[config.mk]
export PLATFORM = sky130hd
export DESIGN_NAME = mul_rep_add_flat
export DESIGN_NICKNAME = d
export VERILOG_FILES = /design/src/rtl/mul_rep_add_pkg.sv /design/src/rtl/mul_rep_add_if.sv /design/src/rtl/mul_rep_add_dp.sv /design/src/rtl/mul_rep_add.sv /design/src/flat_wrapper.sv
export SDC_FILE = /design/constraint.sdc
export NUM_CORES = 1
export LEC_CHECK = 0
export CAP_MARGIN = 20
export CORE_ASPECT_RATIO = 0.8
export CORE_MARGIN = 1.5
export CORE_UTILIZATION = 50
export DETAILED_ROUTE_END_ITERATION = 10
export PLACE_DENSITY = 0.76
export SLEW_MARGIN = 20
export SYNTH_ARGS = -nofsm -noshare
export SYNTH_HDL_FRONTEND = slang
export SYNTH_SLANG_ARGS = --single-unit
[constraint.sdc]
create_clock -name clk -period 2 [get_ports clk]
set_input_delay 0.5 -clock clk [delete_from_list [all_inputs] [get_ports clk]]
set_output_delay 0.5 -clock clk [all_outputs]
set_load 0.05 [all_outputs]
[src/rtl/mul_rep_add_pkg.sv]
// Shared types and constants for the repeated-addition multiplier.
package mul_rep_add_pkg;

    localparam int DEFAULT_WIDTH = 16;

    typedef enum logic [2:0] {
        IDLE   = 3'd0,
        LOAD_A = 3'd1,
        LOAD_B = 3'd2,
        ADD    = 3'd3,
        DONE   = 3'd4
    } mul_state_t;

endpackage

[src/rtl/mul_rep_add_if.sv]
// Host-side bus of the multiplier: start/done handshake, operand bus, product.
// Optional feature macro: MUL_OVF_EN adds the sticky overflow flag.
interface mul_rep_add_if
    import mul_rep_add_pkg::*;
#(
    parameter int WIDTH = DEFAULT_WIDTH
);

    logic             start;
    logic [WIDTH-1:0] data_in;
    logic             done;
    logic [WIDTH-1:0] y;
`ifdef MUL_OVF_EN
    logic             ovf;
`endif

    modport master (
        output start,
        output data_in,
        input  done,
`ifdef MUL_OVF_EN
        input  ovf,
`endif
        input  y
    );

    modport slave (
        input  start,
        input  data_in,
        output done,
`ifdef MUL_OVF_EN
        output ovf,
`endif
        output y
    );

endinterface

[src/rtl/mul_rep_add_dp.sv]
// Datapath: operand registers A and B, product register P, adder,
// decrementer and zero detector. Sequenced entirely by the controller strobes.
// Optional feature macro: MUL_OVF_EN adds a sticky carry-out register.
module mul_rep_add_dp
    import mul_rep_add_pkg::*;
#(
    parameter int WIDTH = DEFAULT_WIDTH
) (
    input  logic             clk,
    input  logic             rst_n,
    input  logic             lda,
    input  logic             ldb,
    input  logic             ldp,
    input  logic             clrp,
    input  logic             decb,
    input  logic [WIDTH-1:0] data_in,
    output logic             eqz,
`ifdef MUL_OVF_EN
    output logic             ovf,
`endif
    output logic [WIDTH-1:0] p
);

    logic [WIDTH-1:0] a_q, a_d;
    logic [WIDTH-1:0] b_q, b_d;
    logic [WIDTH-1:0] p_q, p_d;
`ifdef MUL_OVF_EN
    logic             ovf_q, ovf_d;
    logic [WIDTH:0]   sum;
`else
    logic [WIDTH-1:0] sum;
`endif

    // Next-state of the datapath registers from the control strobes.
    always_comb begin
        a_d = a_q;
        b_d = b_q;
        p_d = p_q;
`ifdef MUL_OVF_EN
        ovf_d = ovf_q;
        sum   = {1'b0, p_q} + {1'b0, a_q};
`else
        sum   = p_q + a_q;
`endif
        if (lda) begin
            a_d = data_in;
        end
        if (ldb) begin
            b_d = data_in;
        end else if (decb) begin
            b_d = b_q - WIDTH'(1);
        end
        if (clrp) begin
            p_d = '0;
`ifdef MUL_OVF_EN
            ovf_d = 1'b0;
`endif
        end else if (ldp) begin
            p_d = sum[WIDTH-1:0];
`ifdef MUL_OVF_EN
            if (sum[WIDTH]) begin
                ovf_d = 1'b1;
            end
`endif
        end
    end

    // Datapath registers with synchronous active-low reset.
    always_ff @(posedge clk) begin
        if (!rst_n) begin
            a_q <= '0;
            b_q <= '0;
            p_q <= '0;
`ifdef MUL_OVF_EN
            ovf_q <= 1'b0;
`endif
        end else begin
            a_q <= a_d;
            b_q <= b_d;
            p_q <= p_d;
`ifdef MUL_OVF_EN
            ovf_q <= ovf_d;
`endif
        end
    end

    // Zero detect is combinational so ADD can decide in the same cycle.
    assign eqz = (b_q == '0);
    assign p   = p_q;
`ifdef MUL_OVF_EN
    assign ovf = ovf_q;
`endif

endmodule

[src/rtl/mul_rep_add.sv]
// Unsigned repeated-addition multiplier: Moore FSM controller driving the
// datapath in mul_rep_add_dp. Operands arrive serially on data_in.
// Optional feature macro: MUL_OVF_EN adds the sticky ovf output.
//
// state  | meaning
// -------+------------------------------------------------------------
// IDLE   | waiting for start
// LOAD_A | capture multiplicand A from data_in
// LOAD_B | capture multiplier B from data_in, clear P (and ovf)
// ADD    | P += A, B -= 1 each cycle until B reaches zero
// DONE   | done high; held until the host drops start
module mul_rep_add
    import mul_rep_add_pkg::*;
#(
    parameter int WIDTH = DEFAULT_WIDTH
) (
    input  logic         clk,
    input  logic         rst_n,
    mul_rep_add_if.slave bus
);

    mul_state_t state_q, state_d;
    logic       lda, ldb, ldp, clrp, decb;
    logic       eqz;

    mul_rep_add_dp #(
        .WIDTH (WIDTH)
    ) u_dp (
        .clk     (clk),
        .rst_n   (rst_n),
        .lda     (lda),
        .ldb     (ldb),
        .ldp     (ldp),
        .clrp    (clrp),
        .decb    (decb),
        .data_in (bus.data_in),
        .eqz     (eqz),
`ifdef MUL_OVF_EN
        .ovf     (bus.ovf),
`endif
        .p       (bus.y)
    );

    // Next-state and datapath strobes; start only matters in IDLE and DONE.
    always_comb begin
        state_d = state_q;
        lda     = 1'b0;
        ldb     = 1'b0;
        ldp     = 1'b0;
        clrp    = 1'b0;
        decb    = 1'b0;
        case (state_q)
            IDLE: begin
                if (bus.start) begin
                    state_d = LOAD_A;
                end
            end
            LOAD_A: begin
                lda     = 1'b1;
                state_d = LOAD_B;
            end
            LOAD_B: begin
                ldb     = 1'b1;
                clrp    = 1'b1;
                state_d = ADD;
            end
            ADD: begin
                if (eqz) begin
                    state_d = DONE;
                end else begin
                    ldp  = 1'b1;
                    decb = 1'b1;
                end
            end
            DONE: begin
                if (!bus.start) begin
                    state_d = IDLE;
                end
            end
            default: begin
                state_d = IDLE;
            end
        endcase
    end

    // State register; reset abandons any operation in progress.
    always_ff @(posedge clk) begin
        if (!rst_n) begin
            state_q <= IDLE;
        end else begin
            state_q <= state_d;
        end
    end

    assign bus.done = (state_q == DONE);

endmodule

[src/flat_wrapper.sv]
// flat-port wrapper written by rule: the top's interface ports become plain ports
module mul_rep_add_flat import mul_rep_add_pkg::*;
#(
    parameter int WIDTH = DEFAULT_WIDTH
)
  (clk, rst_n, bus_start, bus_data_in, bus_done, bus_y);
  mul_rep_add_if #(.WIDTH(WIDTH)) bus_i ();
  input  logic clk;
  input  logic rst_n;
  input wire logic [$bits(bus_i.start)-1:0] bus_start;
  input wire logic [$bits(bus_i.data_in)-1:0] bus_data_in;
  output wire logic [$bits(bus_i.done)-1:0] bus_done;
  output wire logic [$bits(bus_i.y)-1:0] bus_y;
  assign bus_i.start = bus_start;
  assign bus_i.data_in = bus_data_in;
  assign bus_done = bus_i.done;
  assign bus_y = bus_i.y;
  mul_rep_add #(.WIDTH(WIDTH)) u_core (.clk(clk), .rst_n(rst_n), .bus(bus_i));
endmodule
==> impl_metrics.toml, run 1 <==
[power]
pwr-share-comb_pct = 28.0
switching_power_mw = 0.757
power_density_mw_per_mm2 = 646
seqPwrFrac_pct = 47.7
leakagePower_nw = 1.59
clkPwrFrac_pct = 24.3
peakVddDrop_v = 0.000416
p_int_mw = 1.65
swShare_pct = 31.4

[clock_network]
htreeDepth = 2
cts-root-buf = "clkbuf_8"
worst_skew_pair.late_latency_ns = 0.30
clockBufferDepth = 2
cts_buffers = 5
cts_tree = "done"
clock_sinks = 51
holdBufCountCts = 0
clk_pin_slew_ns = 0.10

[floorplanning]
die_x_um = 87.5
io_pins = 36
rows = 24
initial_core_util_pct = 52.2
design.die.area_mm2 = 0.00618
die_h_um = 70.6
core_area_mm2 = 0.00547

[yosys]
ys.flop_type = "dfxtp_1"
synth_edf_count = 0
yosysTopAreaCell = "dfxtp_1"
syn-cell-area_mm2 = 0.00286
postSynthCellCount = 365
seq_area_frac_synth_pct = 35.8
synth_area_leaders = "dfxtp_1, a21oi_1, nand2_1, ha_1, xnor2_1"
ys_ff_latch = 51
syn_nets = 401
ys_warn_count = 0
yosysUniqueCellTypes = 48
synth_top_area_share_pct = 35.8
synthArstFlopShare_pct = 0
syn_area_per_cell_um2 = 7.82

[timing]
skew_ns = 0.00920
max_slew_margin_pct = 66.6
timing.hold.ws_ns = 0.466
worst_pin_slew_ns = 0.501
period_needed_ns = 1.96
drv_slew = 0
finalSetupViolations = 0
rsz0062_at_grt = "true"
max_clock_freq_mhz = 511
period_share_pct = 97.8
fin_ws_ns = 0.0431
finalHoldViolations = 0

[outcome]
status = "finished clean"

[drt]
vias = 2888
wire_per_inst_um = 14.9
drt_iter0_markers = 197
viasPerCell = 5.69
drcViolationCount = 0
postRouteAntennaNets = 0
detail_route.first_pass.iterations = 4
routed_wl_um = 7580

[setup_path]
crit_chain = "clkdlybuf4s50_1"
required_ns = 1.50
cpPeakStageDelay_ns = 0.79
critPathKind = "flop to output port"
crit_buf_inv = 1
arrival_ns = 1.46
r2r_cells = 7
r2r_end = "u_core.u_dp.p[14]$_SDFFE_PP0P_"
cp-start-kind = "flop"
slowest_stage = "clkdlybuf4s50_1"
worstSetupEndpointType = "output port"
path_max_fanout = 3
r2r-start = "u_core.u_dp.p[11]$_SDFFE_PP0P_"
r2r_slack_ns = 0.05
critPathTopFamily = "buffers and inverters"

[layout]
drive_gt1_share_pct = 23.7
antenna_cells = 0
synthToLayoutAreaGrowth_pct = 30.7
nets = 465

[grt]
grt_pass1_vias = 2674
grt_max_degree = 30
grt_overflow = 0
grt_pass1_wl_um = 12500
grt_antenna_before_repair = 0
grtUsageTotal_pct = 25.1

[min_path]
holdPathEnd = "u_core.u_dp.a_q[13]$_SDFFE_PN0P_"
hold_depth = 2
hp-class = "flop to flop"
hold_start = "u_core.u_dp.a_q[13]$_SDFFE_PN0P_"

[placed_design]
portBuffers = 35
pre_cts_slack_ns = -0.0231
routabilityCongestion = 0.886
dp_hpwl_um = 5570

[job]
drv_cap = 0
[cells by family after synthesis]
logic type	share of synthesized area, %
AND/OR/NAND/NOR	26.1
AO/OA/AOI/OAI	20.8
flip-flops	35.8
buffers and inverters	3.72
XOR/XNOR	5.21
adder cells (fa/ha/maj)	7.71
multiplexers	0.701
[worst reg2reg max path: cells and delay by family, from the launching register on]
| family | cells | cell delay (ns) |
|---|---|---|
| AOI/OAI and AO/OA | 4 | 0.74 |
| DFF | 1 | 0.37 |
| and+or+nand+nor | 2 | 0.52 |
| adders and majority gates | 1 | 0.23 |
[synthesized netlist by cell type (2+ instances only)]
library cell / number
nand3_1: 13
nor3b_1: 2
nand4_1: 5
o41ai_1: 2
nor2_1: 23
a31oi_1: 3
ha_1: 16
a21oi_1: 50
or4_1: 3
and2_1: 6
xnor2_1: 10
nand2_1: 66
o211ai_1: 5
clkbuf_1: 17
dfxtp_1: 51
a21o_1: 7
mux2i_1: 2
a211oi_1: 4
nor4_1: 8
or3b_2: 2
nor3_1: 12
inv_1: 7
and3_1: 4
o21bai_1: 2
xor2_1: 7
o21ai_0: 16
[registers in the layout (all words and copies together), names as in the netlist]
signal / count
u_core.state_q: 3
u_core.u_dp.p: 16
u_core.u_dp.a_q: 16
u_core.u_dp.b_q: 16
[cell usage in the layout, fill, tap and decap left out, types with 12 or more instances in the layout]
cell type,netlist,layout
a21oi_1,50,50
buf_4,0,54
clkdlybuf4s50_1,0,20
dfxtp_1,51,33
dfxtp_2,0,14
ha_1,16,12
nand2_1,66,65
nor2_1,23,22
[layer usage]
| metal | wire length (um) | vias to the layer above | GRT usage (%) |
|---|---|---|---|
| met5 | 0 | - | 0 |
| met4 | 98 | 0 | 6.70 |
| met3 | 452 | 10 | 4.32 |
| met2 | 3460 | 88 | 39.0 |
| met1 | 3560 | 1356 | 36.1 |
| li1 | - | 1434 | - |
[how the worst max path moves through the flow]
| stage | start | to | slack, ns | depth (start not counted) |
|---|---|---|---|---|
| floorplan | u_core.u_dp.p[7]$_SDFFE_PP0P_ | u_core.u_dp.p[14]$_SDFFE_PP0P_ | -0.03 | 7 |
| global placement | u_core.u_dp.p[0]$_SDFFE_PP0P_ | u_core.u_dp.p[14]$_SDFFE_PP0P_ | 0.02 | 8 |
| detailed placement | u_core.u_dp.p[0]$_SDFFE_PP0P_ | u_core.u_dp.p[14]$_SDFFE_PP0P_ | -0.02 | 8 |
| CTS | u_core.u_dp.p[9]$_SDFFE_PP0P_ | u_core.u_dp.p[14]$_SDFFE_PP0P_ | 0.002 | 7 |
| global route | u_core.u_dp.a_q[0]$_SDFFE_PN0P_ | u_core.u_dp.p[14]$_SDFFE_PP0P_ | -0.02 | 8 |
| finish | u_core.u_dp.p[7]$_SDFFE_PP0P_ | bus_y[7] | 0.04 | 1 |
[cell type report]
type	instances	area, um^2
Sequential cell	51	1050
Tap cell	78	97.6
Inverter	7	26.3
Fill cell	470	1730
Clock inverter	1	5.00
Timing Repair Buffer	76	638
Multi-Input combinational cell	288	1840
Clock buffer	7	76.3
[stage by stage]
step / instances / power, mW / util [%] / TNS, ns / area, um^2
floorplan: 365 / 1.54 / - / -0.0326 / 2920
global placement: 498 / 1.77 / 65.1 / 0 / 3560
detailed placement: 498 / 1.79 / 65.1 / -0.0231 / 3560
CTS: 506 / 2.37 / 66.6 / 0 / 3640
global route: 508 / 2.53 / 68.3 / -0.0523 / 3730
finish: 508 / 2.41 / 68.3 / 0 / 3730
[power by group through the flow]
stage	logic (mW)	clock network, mW	registers (mW)
floorplan	0.377	0	1.17
global placement	0.612	0	1.16
detailed placement	0.630	0	1.16
CTS	0.635	0.595	1.14
global route	0.737	0.635	1.16
finish	0.676	0.586	1.15
[what timing repair did]
item                       CTS  global route
setup buffers                0             2
pin swaps                    0             7
gates resized for setup      1            25
setup endpoints to repair    2            28
hold endpoints to repair     0             0
No activity file was read; power rests on OpenSTA's default activity.
==> inputs of run 2 (changes only) <==
SLEW_MARGIN = 5   (was 20)
==> results of run 2 <==
Same layout as run 1: the final DEF is identical, and so are final timing and power.
